## config.mk

```make
export PLATFORM = sky130hd
export DESIGN_NAME = load_store_unit_flat
export DESIGN_NICKNAME = d
export VERILOG_FILES = /design/src/rtl/load_store_unit_pkg.sv /design/src/rtl/load_store_unit_if.sv /design/src/rtl/load_store_unit_align.sv /design/src/rtl/load_store_unit.sv /design/src/flat_wrapper.sv
export SDC_FILE = /design/constraint.sdc
export NUM_CORES = 1
export LEC_CHECK = 0
export ABC_CLOCK_PERIOD_IN_PS = 2400
export CORE_MARGIN = 2
export CORE_UTILIZATION = 40
export DETAILED_ROUTE_END_ITERATION = 10
export DONT_BUFFER_PORTS = 1
export SLEW_MARGIN = 20
export SYNTH_ARGS = -nofsm -noshare
export SYNTH_HDL_FRONTEND = slang
export SYNTH_SLANG_ARGS = --single-unit
```

## constraint.sdc

```tcl
create_clock -name clk -period 2.4 [get_ports clk]
set_clock_uncertainty 0.1 [all_clocks]
set_input_delay 0.12 -clock clk [delete_from_list [all_inputs] [get_ports clk]]
set_output_delay 0.12 -clock clk [all_outputs]
set_load 0.01 [all_outputs]
```

## src/rtl/load_store_unit_pkg.sv

```systemverilog
// Shared definitions for the load/store unit: funct3 width codes, FSM states,
// latched request record and decode helpers.
package load_store_unit_pkg;

  localparam int NUM_LANES = 4;

  localparam logic [2:0] LSU_B  = 3'b000;
  localparam logic [2:0] LSU_H  = 3'b001;
  localparam logic [2:0] LSU_W  = 3'b010;
  localparam logic [2:0] LSU_BU = 3'b100;
  localparam logic [2:0] LSU_HU = 3'b101;

  typedef enum logic [1:0] {
    LSU_IDLE = 2'd0,
    LSU_BUSY = 2'd1,
    LSU_RESP = 2'd2
  } lsu_state_e;

  typedef struct packed {
    logic        we;
    logic [2:0]  funct3;
    logic [31:0] addr;
    logic [31:0] wdata;
  } lsu_req_t;

  // Unsigned widths exist only for loads.
  function automatic logic f3_legal(input logic we, input logic [2:0] f3);
    case (f3)
      LSU_B, LSU_H, LSU_W: return 1'b1;
      LSU_BU, LSU_HU:      return !we;
      default:             return 1'b0;
    endcase
  endfunction

  function automatic logic misaligned(input logic [2:0] f3, input logic [1:0] a);
    case (f3)
      LSU_H, LSU_HU: return a[0];
      LSU_W:         return a != 2'b00;
      default:       return 1'b0;
    endcase
  endfunction

endpackage

```

## src/rtl/load_store_unit_if.sv

```systemverilog
// Word-addressed memory bus with byte enables and a req/ack handshake.
interface load_store_unit_if;
  logic        mem_req;
  logic        mem_we;
  logic [31:0] mem_addr;
  logic [3:0]  mem_be;
  logic [31:0] mem_wdata;
  logic [31:0] mem_rdata;
  logic        mem_ack;

  modport master (output mem_req, mem_we, mem_addr, mem_be, mem_wdata,
                  input  mem_rdata, mem_ack);
  modport slave  (input  mem_req, mem_we, mem_addr, mem_be, mem_wdata,
                  output mem_rdata, mem_ack);
endinterface

```

## src/rtl/load_store_unit_align.sv

```systemverilog
// Combinational lane logic: store data replication and byte enables, load
// byte/half extraction with sign or zero extension.
module lsu_align
  import load_store_unit_pkg::*;
(
  input  logic [2:0]  funct3,
  input  logic [1:0]  addr_lo,
  input  logic [31:0] wdata,
  input  logic [31:0] rword,
  output logic [31:0] st_wdata,
  output logic [3:0]  st_be,
  output logic [31:0] ld_data
);

  logic [NUM_LANES-1:0][7:0] lanes;
  logic [7:0]                b;
  logic [15:0]               h;

  assign lanes = rword;
  assign b     = lanes[addr_lo];
  // addr_lo[0] is deliberately ignored for halves
  assign h     = addr_lo[1] ? rword[31:16] : rword[15:0];

  always_comb begin
    st_wdata = wdata;
    st_be    = 4'b1111;
    case (funct3[1:0])
      2'b00: begin
        st_wdata = {4{wdata[7:0]}};
        st_be    = 4'b0001 << addr_lo;
      end
      2'b01: begin
        st_wdata = {2{wdata[15:0]}};
        st_be    = addr_lo[1] ? 4'b1100 : 4'b0011;
      end
      default: ;
    endcase
  end

  always_comb begin
    ld_data = rword;
    case (funct3)
      LSU_B:   ld_data = {{24{b[7]}}, b};
      LSU_H:   ld_data = {{16{h[15]}}, h};
      LSU_BU:  ld_data = {24'd0, b};
      LSU_HU:  ld_data = {16'd0, h};
      default: ;
    endcase
  end

endmodule

```

## src/rtl/load_store_unit.sv

```systemverilog
// Load/store unit: IDLE->BUSY->RESP FSM, request latch and bus timeout.
// Optional MISALIGN_TRAP_EN turns misaligned H/W accesses into error responses.
module load_store_unit
  import load_store_unit_pkg::*;
#(
  parameter int TIMEOUT_CYCLES = 255
) (
  input  logic               clk,
  input  logic               rst_n,
  input  logic               cpu_req,
  input  logic               cpu_we,
  input  logic [2:0]         cpu_funct3,
  input  logic [31:0]        cpu_addr,
  input  logic [31:0]        cpu_wdata,
  output logic [31:0]        cpu_rdata,
  output logic               cpu_stall,
  output logic               cpu_done,
  output logic               cpu_err,
  output logic               cpu_misalign,
  load_store_unit_if.master  mem
);

  localparam logic [7:0] TO_LIM = 8'(TIMEOUT_CYCLES);

  lsu_state_e  state, state_nxt;
  lsu_req_t    req_q;
  logic        err_q, mis_q;
  logic [31:0] rdata_q;
  logic [7:0]  cnt;
  logic        bad_f3, bad_align, timeout, busy;
  logic [31:0] st_wdata, ld_data;
  logic [3:0]  st_be;

  assign bad_f3 = !f3_legal(cpu_we, cpu_funct3);
`ifdef MISALIGN_TRAP_EN
  assign bad_align = !bad_f3 && misaligned(cpu_funct3, cpu_addr[1:0]);
`else
  assign bad_align = 1'b0;
`endif

  assign busy    = (state == LSU_BUSY);
  assign timeout = busy && (TO_LIM != 8'd0) && (cnt == TO_LIM);

  always_ff @(posedge clk or negedge rst_n) begin
    if (!rst_n) state <= LSU_IDLE;
    else        state <= state_nxt;
  end

  always_comb begin
    state_nxt = state;
    case (state)
      LSU_IDLE: if (cpu_req) state_nxt = (bad_f3 || bad_align) ? LSU_RESP : LSU_BUSY;
      LSU_BUSY: if (timeout || mem.mem_ack) state_nxt = LSU_RESP;
      LSU_RESP: state_nxt = LSU_IDLE;
      default:  state_nxt = LSU_IDLE;
    endcase
  end

  always_ff @(posedge clk or negedge rst_n) begin
    if (!rst_n) begin
      req_q   <= '0;
      err_q   <= 1'b0;
      mis_q   <= 1'b0;
      rdata_q <= '0;
      cnt     <= '0;
    end else begin
      case (state)
        LSU_IDLE: if (cpu_req) begin
          req_q   <= '{we: cpu_we, funct3: cpu_funct3, addr: cpu_addr, wdata: cpu_wdata};
          err_q   <= bad_f3 || bad_align;
          mis_q   <= bad_align;
          rdata_q <= '0;
          cnt     <= '0;
        end
        LSU_BUSY: begin
          // abort wins over a same-cycle ack: mem_req is already low then
          if (timeout) err_q <= 1'b1;
          else begin
            if (mem.mem_ack && !req_q.we) rdata_q <= mem.mem_rdata;
            if (cnt != 8'hFF) cnt <= cnt + 8'd1;
          end
        end
        default: ;
      endcase
    end
  end

  lsu_align u_align (
    .funct3   (req_q.funct3),
    .addr_lo  (req_q.addr[1:0]),
    .wdata    (req_q.wdata),
    .rword    (rdata_q),
    .st_wdata (st_wdata),
    .st_be    (st_be),
    .ld_data  (ld_data)
  );

  assign cpu_done     = (state == LSU_RESP);
  assign cpu_err      = cpu_done && err_q;
  assign cpu_misalign = cpu_done && mis_q;
  assign cpu_stall    = cpu_req && !cpu_done;
  assign cpu_rdata    = (cpu_done && !err_q) ? ld_data : 32'd0;

  assign mem.mem_req   = busy && !timeout;
  assign mem.mem_we    = busy && req_q.we;
  assign mem.mem_addr  = busy ? {req_q.addr[31:2], 2'b00} : 32'd0;
  assign mem.mem_be    = !busy ? 4'd0 : (req_q.we ? st_be : 4'b1111);
  assign mem.mem_wdata = (busy && req_q.we) ? st_wdata : 32'd0;

endmodule

```

## src/flat_wrapper.sv

```systemverilog
// flat-port wrapper written by rule: the top's interface ports become plain ports
module load_store_unit_flat import load_store_unit_pkg::*;
#(
  parameter int TIMEOUT_CYCLES = 255
)
  (clk, rst_n, cpu_req, cpu_we, cpu_funct3, cpu_addr, cpu_wdata, cpu_rdata, cpu_stall, cpu_done, cpu_err, cpu_misalign, mem_mem_req, mem_mem_we, mem_mem_addr, mem_mem_be, mem_mem_wdata, mem_mem_rdata, mem_mem_ack);
  load_store_unit_if mem_i ();
  input  logic clk;
  input  logic rst_n;
  input  logic cpu_req;
  input  logic cpu_we;
  input  logic [2:0] cpu_funct3;
  input  logic [31:0] cpu_addr;
  input  logic [31:0] cpu_wdata;
  output logic [31:0] cpu_rdata;
  output logic cpu_stall;
  output logic cpu_done;
  output logic cpu_err;
  output logic cpu_misalign;
  output wire logic [$bits(mem_i.mem_req)-1:0] mem_mem_req;
  output wire logic [$bits(mem_i.mem_we)-1:0] mem_mem_we;
  output wire logic [$bits(mem_i.mem_addr)-1:0] mem_mem_addr;
  output wire logic [$bits(mem_i.mem_be)-1:0] mem_mem_be;
  output wire logic [$bits(mem_i.mem_wdata)-1:0] mem_mem_wdata;
  input wire logic [$bits(mem_i.mem_rdata)-1:0] mem_mem_rdata;
  input wire logic [$bits(mem_i.mem_ack)-1:0] mem_mem_ack;
  assign mem_mem_req = mem_i.mem_req;
  assign mem_mem_we = mem_i.mem_we;
  assign mem_mem_addr = mem_i.mem_addr;
  assign mem_mem_be = mem_i.mem_be;
  assign mem_mem_wdata = mem_i.mem_wdata;
  assign mem_i.mem_rdata = mem_mem_rdata;
  assign mem_i.mem_ack = mem_mem_ack;
  load_store_unit #(.TIMEOUT_CYCLES(TIMEOUT_CYCLES)) u_core (.clk(clk), .rst_n(rst_n), .cpu_req(cpu_req), .cpu_we(cpu_we), .cpu_funct3(cpu_funct3), .cpu_addr(cpu_addr), .cpu_wdata(cpu_wdata), .cpu_rdata(cpu_rdata), .cpu_stall(cpu_stall), .cpu_done(cpu_done), .cpu_err(cpu_err), .cpu_misalign(cpu_misalign), .mem(mem_i));
endmodule
```

== After elaboration in Yosys (flattened, before gate mapping) ==
Index checks and enable logic that the tools add are counted.

* Output and inout bits: 106
* Bits in registers: 111
* Word-level logic and storage cells: 83
* Input bits: 104

* Multiplexer cells: 28
* Order comparisons: 1
* Reduce and logical (&&, ||, !) cells: 26
* Equal/unequal tests: 18
* $add $sub $neg: 1
* Shifts and indexed selects: 1

{| class="wikitable"
|+ Operators by type and width
! operator !! count
|-
| two-way mux 32 bit || 6
|-
| one-hot mux 32 bit (2 select lines) || 2
|-
| one-hot mux 32 bit (4 select lines) || 1
|-
| two-way mux 8 bit || 4
|-
| binary-select mux 8 bit (select 2 bit) || 1
|-
| two-way mux 16 bit || 1
|-
| one-hot mux 8 bit (2 select lines) || 1
|-
| == test 3 bit (second input constant) || 4
|-
| two-way mux 4 bit || 3
|-
| inequality test 2 bit (second input constant) || 5
|-
| adder 8 x 1 -> 8 bit (second input constant) || 1
|-
| == test 8 bit (second input constant) || 1
|-
| inequality test 8 bit (second input constant) || 1
|-
| one-hot mux 4 bit (2 select lines) || 1
|-
| AND reduction 4 bit || 2
|-
| logical AND 1 bit || 7
|-
| == test 3 x 1 -> 1 bit (second input constant) || 2
|-
| zero test 1 bit || 6
|-
| zero test 3 bit || 2
|-
| two-way mux 2 bit || 3
|-
| == test 2 x 1 -> 1 bit (second input constant) || 2
|-
| zero test 2 bit || 2
|-
| one-hot mux 1 bit (2 select lines) || 2
|-
| one-hot mux 2 bit (2 select lines) || 1
|-
| other kinds (12) || 14
|}

== Depth between registers and ports, before layout ==
* Depth in word-level cells: 6
* Gate-level depth with buffers: 7

== Hierarchy ==
From an unflattened synthesis, not the netlist that was laid out.

* Cells, all modules: 795
* Area, all modules: 6339.8 um^2

{| class="wikitable"
|+ By module, submodules not included
! module !! area each (um^2) !! cells an instance !! times used
|-
| load_store_unit || 5200.0 || 618 || 1
|-
| lsu_align || 1139.8 || 177 || 1
|}

== Least setup slack after synthesis ==
Ideal clock, no wire load.

* Kind: register to output
* Start: reg u_core.req_q[33] in the netlist's numbering
* End: out cpu_rdata[15]
* Stages on the path, launching flop included: 7
* Path buffers: 2
* Data arrival time: 1.643 ns
* Setup slack: 0.537 ns
* Path through: dfrtp_1 > buf_4 > inv_4 > mux2_2 > or3_1 > buf_6 > a221oi_4

* Cells in the longest elaborated chain, start to end: 4
* Elaborated cells on any way between the ends: 5

{| class="wikitable"
|+ RTL lines
! element !! RTL line !! source
|-
| start: declaration || load_store_unit.sv:26 || <nowiki>lsu_req_t req_q;</nowiki>
|-
| start signal: assignment || load_store_unit.sv:69 || <nowiki>req_q <= '{we: cpu_we, funct3: cpu_funct3, addr: cpu_addr, wdata: cpu_wdata};</nowiki>
|-
| binary-select mux 8 bit (select 2 bit) || load_store_unit_align.sv:20 || <nowiki>assign b = lanes[addr_lo];</nowiki>
|-
| two-way mux 8 bit (implied by the code) || load_store_unit_align.sv:20 ||
|-
| one-hot mux 32 bit (4 select lines) * || load_store_unit_align.sv:42 || <nowiki>case (funct3)</nowiki>
|-
| two-way mux 32 bit * || load_store_unit.sv:102 || <nowiki>assign cpu_rdata = (cpu_done && !err_q) ? ld_data : 32'd0;</nowiki>
|-
| end: declaration || flat_wrapper.sv:15 || <nowiki>output logic [31:0] cpu_rdata;</nowiki>
|}

Every way passes the cells marked *; elsewhere a longest branch is shown, timed or not. The select of a mux whose other input is x is not followed.

== Worst setup path in the final report ==
* Start: reg u_core.req_q[65] in the netlist's numbering
* End: out mem_mem_wdata[15]

* Cells in the longest elaborated chain, start to end: 3
* Elaborated cells on any way between the ends: 4

{| class="wikitable"
|+ RTL lines
! element !! RTL line !! source
|-
| == test 2 x 1 -> 1 bit / zero test 2 bit (equally long branches) || load_store_unit_align.sv:27 || <nowiki>case (funct3[1:0])</nowiki>
|-
| one-hot mux 32 bit (2 select lines) * || load_store_unit_align.sv:27 ||
|-
| two-way mux 32 bit * || load_store_unit.sv:108 || <nowiki>assign mem.mem_wdata = (busy && req_q.we) ? st_wdata : 32'd0;</nowiki>
|-
| end: declaration || flat_wrapper.sv:24 || <nowiki>output wire logic [$bits(mem_i.mem_wdata)-1:0] mem_mem_wdata;</nowiki>
|}

Every way passes the cells marked *; elsewhere a longest branch is shown, timed or not.

==> results.toml <==
[power_and_ir_drop]
power.total_mw = 6.99
internal_power_mw = 4.26
ir_worst_vdd_v = 0.000458
netSwitchingFraction_pct = 39.0
power_frac_comb_pct = 34.5
clkPwrFrac_pct = 22.2
p_seq_share_pct = 43.2
p_sw_mw = 2.73
pwr_density_cell_mw_per_mm2 = 916
p_leak_nw = 3.79

[layout]
final_cells = 1052
final_layout_size_suffix_gt1_share_pct = 9.56
fillers = 1277
multiInputGateArea_mm2 = 0.00280
final-seq-area_mm2 = 0.00278
diodes = 0
design.final.nets = 968
synthToLayoutAreaGrowth_pct = 31.4

[setup_path]
path_cells = "clkinvlp_4 -> nand2_1 -> buf_4 -> nand2_1 -> a21oi_1 -> buf_4"
worstSetupPathType = "reg2out"
r2r-end = "u_core.state[0]"
critPathRequiredTime_ns = 2.18
startpoint_type = "flip-flop"
cp-end-kind = "primary output"
endpoint = "mem_mem_wdata[15]"
r2r_slack_ns = 0.27
timing.rr.start = "u_core.state[1]"
crit_arrival_ns = 2.10
startpoint = "u_core.req_q[65]"
crit_buf_inv = 3
r2r_cells = 4
path_depth = 6
cp_top_family = "buffers and inverters"
cp_max_fo = 10
crit_slowest_cell = "dfrtp_1"
critPathMaxStageDelay_ns = 0.66

[detailed_routing]
drtPass1Iterations = 5
first_iter_violations = 438
viasPerCell = 5.37
post_drt_wl_per_cell_um = 17.1
via_count = 5647
ant_nets = 0
drc = 0
wl_mm = 18.0

[clock_network]
path_clk_slew_ns = 0.07
cts_made_buffers = 9
cts_buffer_depth = 2
ctsRootBufferMaster = "clkbuf_16"
cts_tree = "done"
htree_levels = 3
clkLatencyLatePin_ns = 0.34
cts_num_sinks = 111
cts_hold_buf = 103

[grt]
grt_pass1_vias = 5647
gr-usage-all-layers_pct = 23.4
globalRouteOverflowTotal = 0
grt_max_degree = 112
grt_pass1_wl_mm = 29.5
antenna_found_initial = 0

[outcome]
violations = "negative hold slack"
outcome = "complete, but fails checks"

[timing]
slew_headroom_pct = 59.5
period_minus_slack_ns = 2.32
timing.final.crit_share_pct = 96.8
holdWs_ns = -0.636
slew_violations = 0
hold_violations = 111
finalSetupViolations = 0
fmax_mhz = 431
worst_slew_pin_slew_ns = 0.607
grt_setup_unrepaired = "true"

[logic_synthesis]
synth_common_cells = "nand2_1 (328), dfrtp_1 (111), nand3_1 (35), nor2_1 (35), a21oi_1 (32)"
ys_async_sr_fraction_pct = 100
ys.flop_type = "dfrtp_1"
synth_cells = 745
yosysWarnings = 0
ys_ff_latch = 111
synth.most_common_cell = "nand2_1"
synth_top_area_share_pct = 47.8
synth_edf_count = 0
synth_area_leader_cell = "dfrtp_1"
seq_area_frac_synth_pct = 47.8
syn-mean-instance-area_um2 = 7.79
synth_area_leaders = "dfrtp_1 (48%), nand2_1 (21%), mux2i_1 (3.6%)"
ys_types = 51
synth_area_mm2 = 0.00581

[placed_design]
dp.cells = 932
io_buffers = 0
dp_hpwl_mm = 12.1
place.gp.congestion = 1.00

[floorplanning]
initial_core_util_pct = 40.4
io_pins = 210
die_h_um = 124
die-area_mm2 = 0.0155
std_cell_rows = 44
die_w_um = 124
core_area_mm2 = 0.0144

[min_path]
hold_path_class = "in2async"

[job]
maxCapViolCount = 0
==> layout make-up <==
type | count | share of cell area, %
Tap cell | 184 | 3.02
Timing Repair Buffer | 156 | 19.2
Sequential cell | 111 | 36.4
Clock inverter | 5 | 0.853
Inverter | 10 | 0.574
Multi-Input combinational cell | 575 | 36.7
Clock buffer | 11 | 3.18
==> per-stage QoR <==
stage          TNS, ns  cell area (µm²)  setup slack [ns]  utilization, %
3_3_place_gp         0             6230             0.355            43.4
2_1_floorplan        0             5810             0.537               -
4_1_cts              0             7590           0.00467            52.8
3_5_place_dp         0             6230             0.228            43.4
5_1_grt         -0.235             7630           -0.0455            53.1
6_report             0             7630            0.0773            53.1
==> power groups by stage <==
stage | sequential, mW | clock, mW | combinational (mW)
final | 3.02 | 1.55 | 2.41
after global routing | 3.09 | 1.67 | 2.71
after floorplan | 2.78 | 0 | 1.71
after CTS | 2.99 | 1.61 | 2.38
after detailed placement | 3.00 | 0 | 2.23
after global placement | 3.00 | 0 | 2.17
==> logic make-up (layout without fill, tap and decap cells) <==
| family | count (synthesis) | count (layout) | share of synthesized area [%] |
|---|---|---|---|
| AND/OR/NAND/NOR | 464 | 464 | 33.7 |
| adder cells (fa/ha/maj) | 1 | 1 | 0.215 |
| flip-flops | 111 | 111 | 47.8 |
| buffers and inverters | 61 | 182 | 4.81 |
| multiplexers | 22 | 22 | 3.81 |
| AO/OA/AOI/OAI | 84 | 84 | 9.40 |
| XOR/XNOR | 1 | 1 | 0.151 |
| other | 1 | 3 | 0.0646 |
==> placed cells by master (no fill, tap or decap), types with 3 or more instances in the layout <==
| cell | count |
|---|---|
| a21oi_1 | 31 |
| a22oi_1 | 7 |
| a31oi_1 | 8 |
| and2_1 | 31 |
| and3_1 | 8 |
| buf_12 | 3 |
| buf_4 | 50 |
| clkbuf_16 | 9 |
| clkinvlp_4 | 3 |
| conb_1 | 3 |
| dfrtp_1 | 111 |
| dlygate4sd3_1 | 103 |
| inv_1 | 8 |
| mux2i_1 | 21 |
| nand2_1 | 328 |
| nand2b_1 | 4 |
| nand3_1 | 35 |
| nor2_1 | 34 |
| nor2b_1 | 3 |
| nor3_1 | 7 |
| o21ai_0 | 11 |
| o221ai_1 | 6 |
| o22a_1 | 3 |
| o31ai_1 | 3 |
==> flip-flops by register name, summed over array words and instances, names as in the netlist <==
signal          cells
u_core.req_q       68
u_core.rdata_q     32
u_core.cnt          8
u_core.state        2
u_core.err_q        1
==> what timing repair did <==
action / in CTS / in global routing
setup buffers: 0 / 1
endpoints found under the hold margin: 214 / 111
pin swaps: 0 / 1
resized for setup: 3 / 4
endpoints found under the setup margin: 23 / 31
==> routing by layer <==
layer  track usage [%]  vias up  share of wire (%)
li1                  -     2659                  -
met1              30.4     2661                 43
met2              37.6      281                 46
met3              4.90       46                7.0
met4              10.6        0                3.7
met5                 0        -                  0
==> worst min-delay path by stage <==
stage	start	to	depth (start not counted)
after global placement	rst_n	u_core.rdata_q[5]	0
after CTS	rst_n	u_core.rdata_q[28]	0
final	rst_n	u_core.rdata_q[4]	0
after floorplan	rst_n	u_core.cnt[0]	0
after detailed placement	rst_n	u_core.rdata_q[4]	0
after global routing	rst_n	u_core.rdata_q[9]	0
Power figures use the tool's default switching activity.
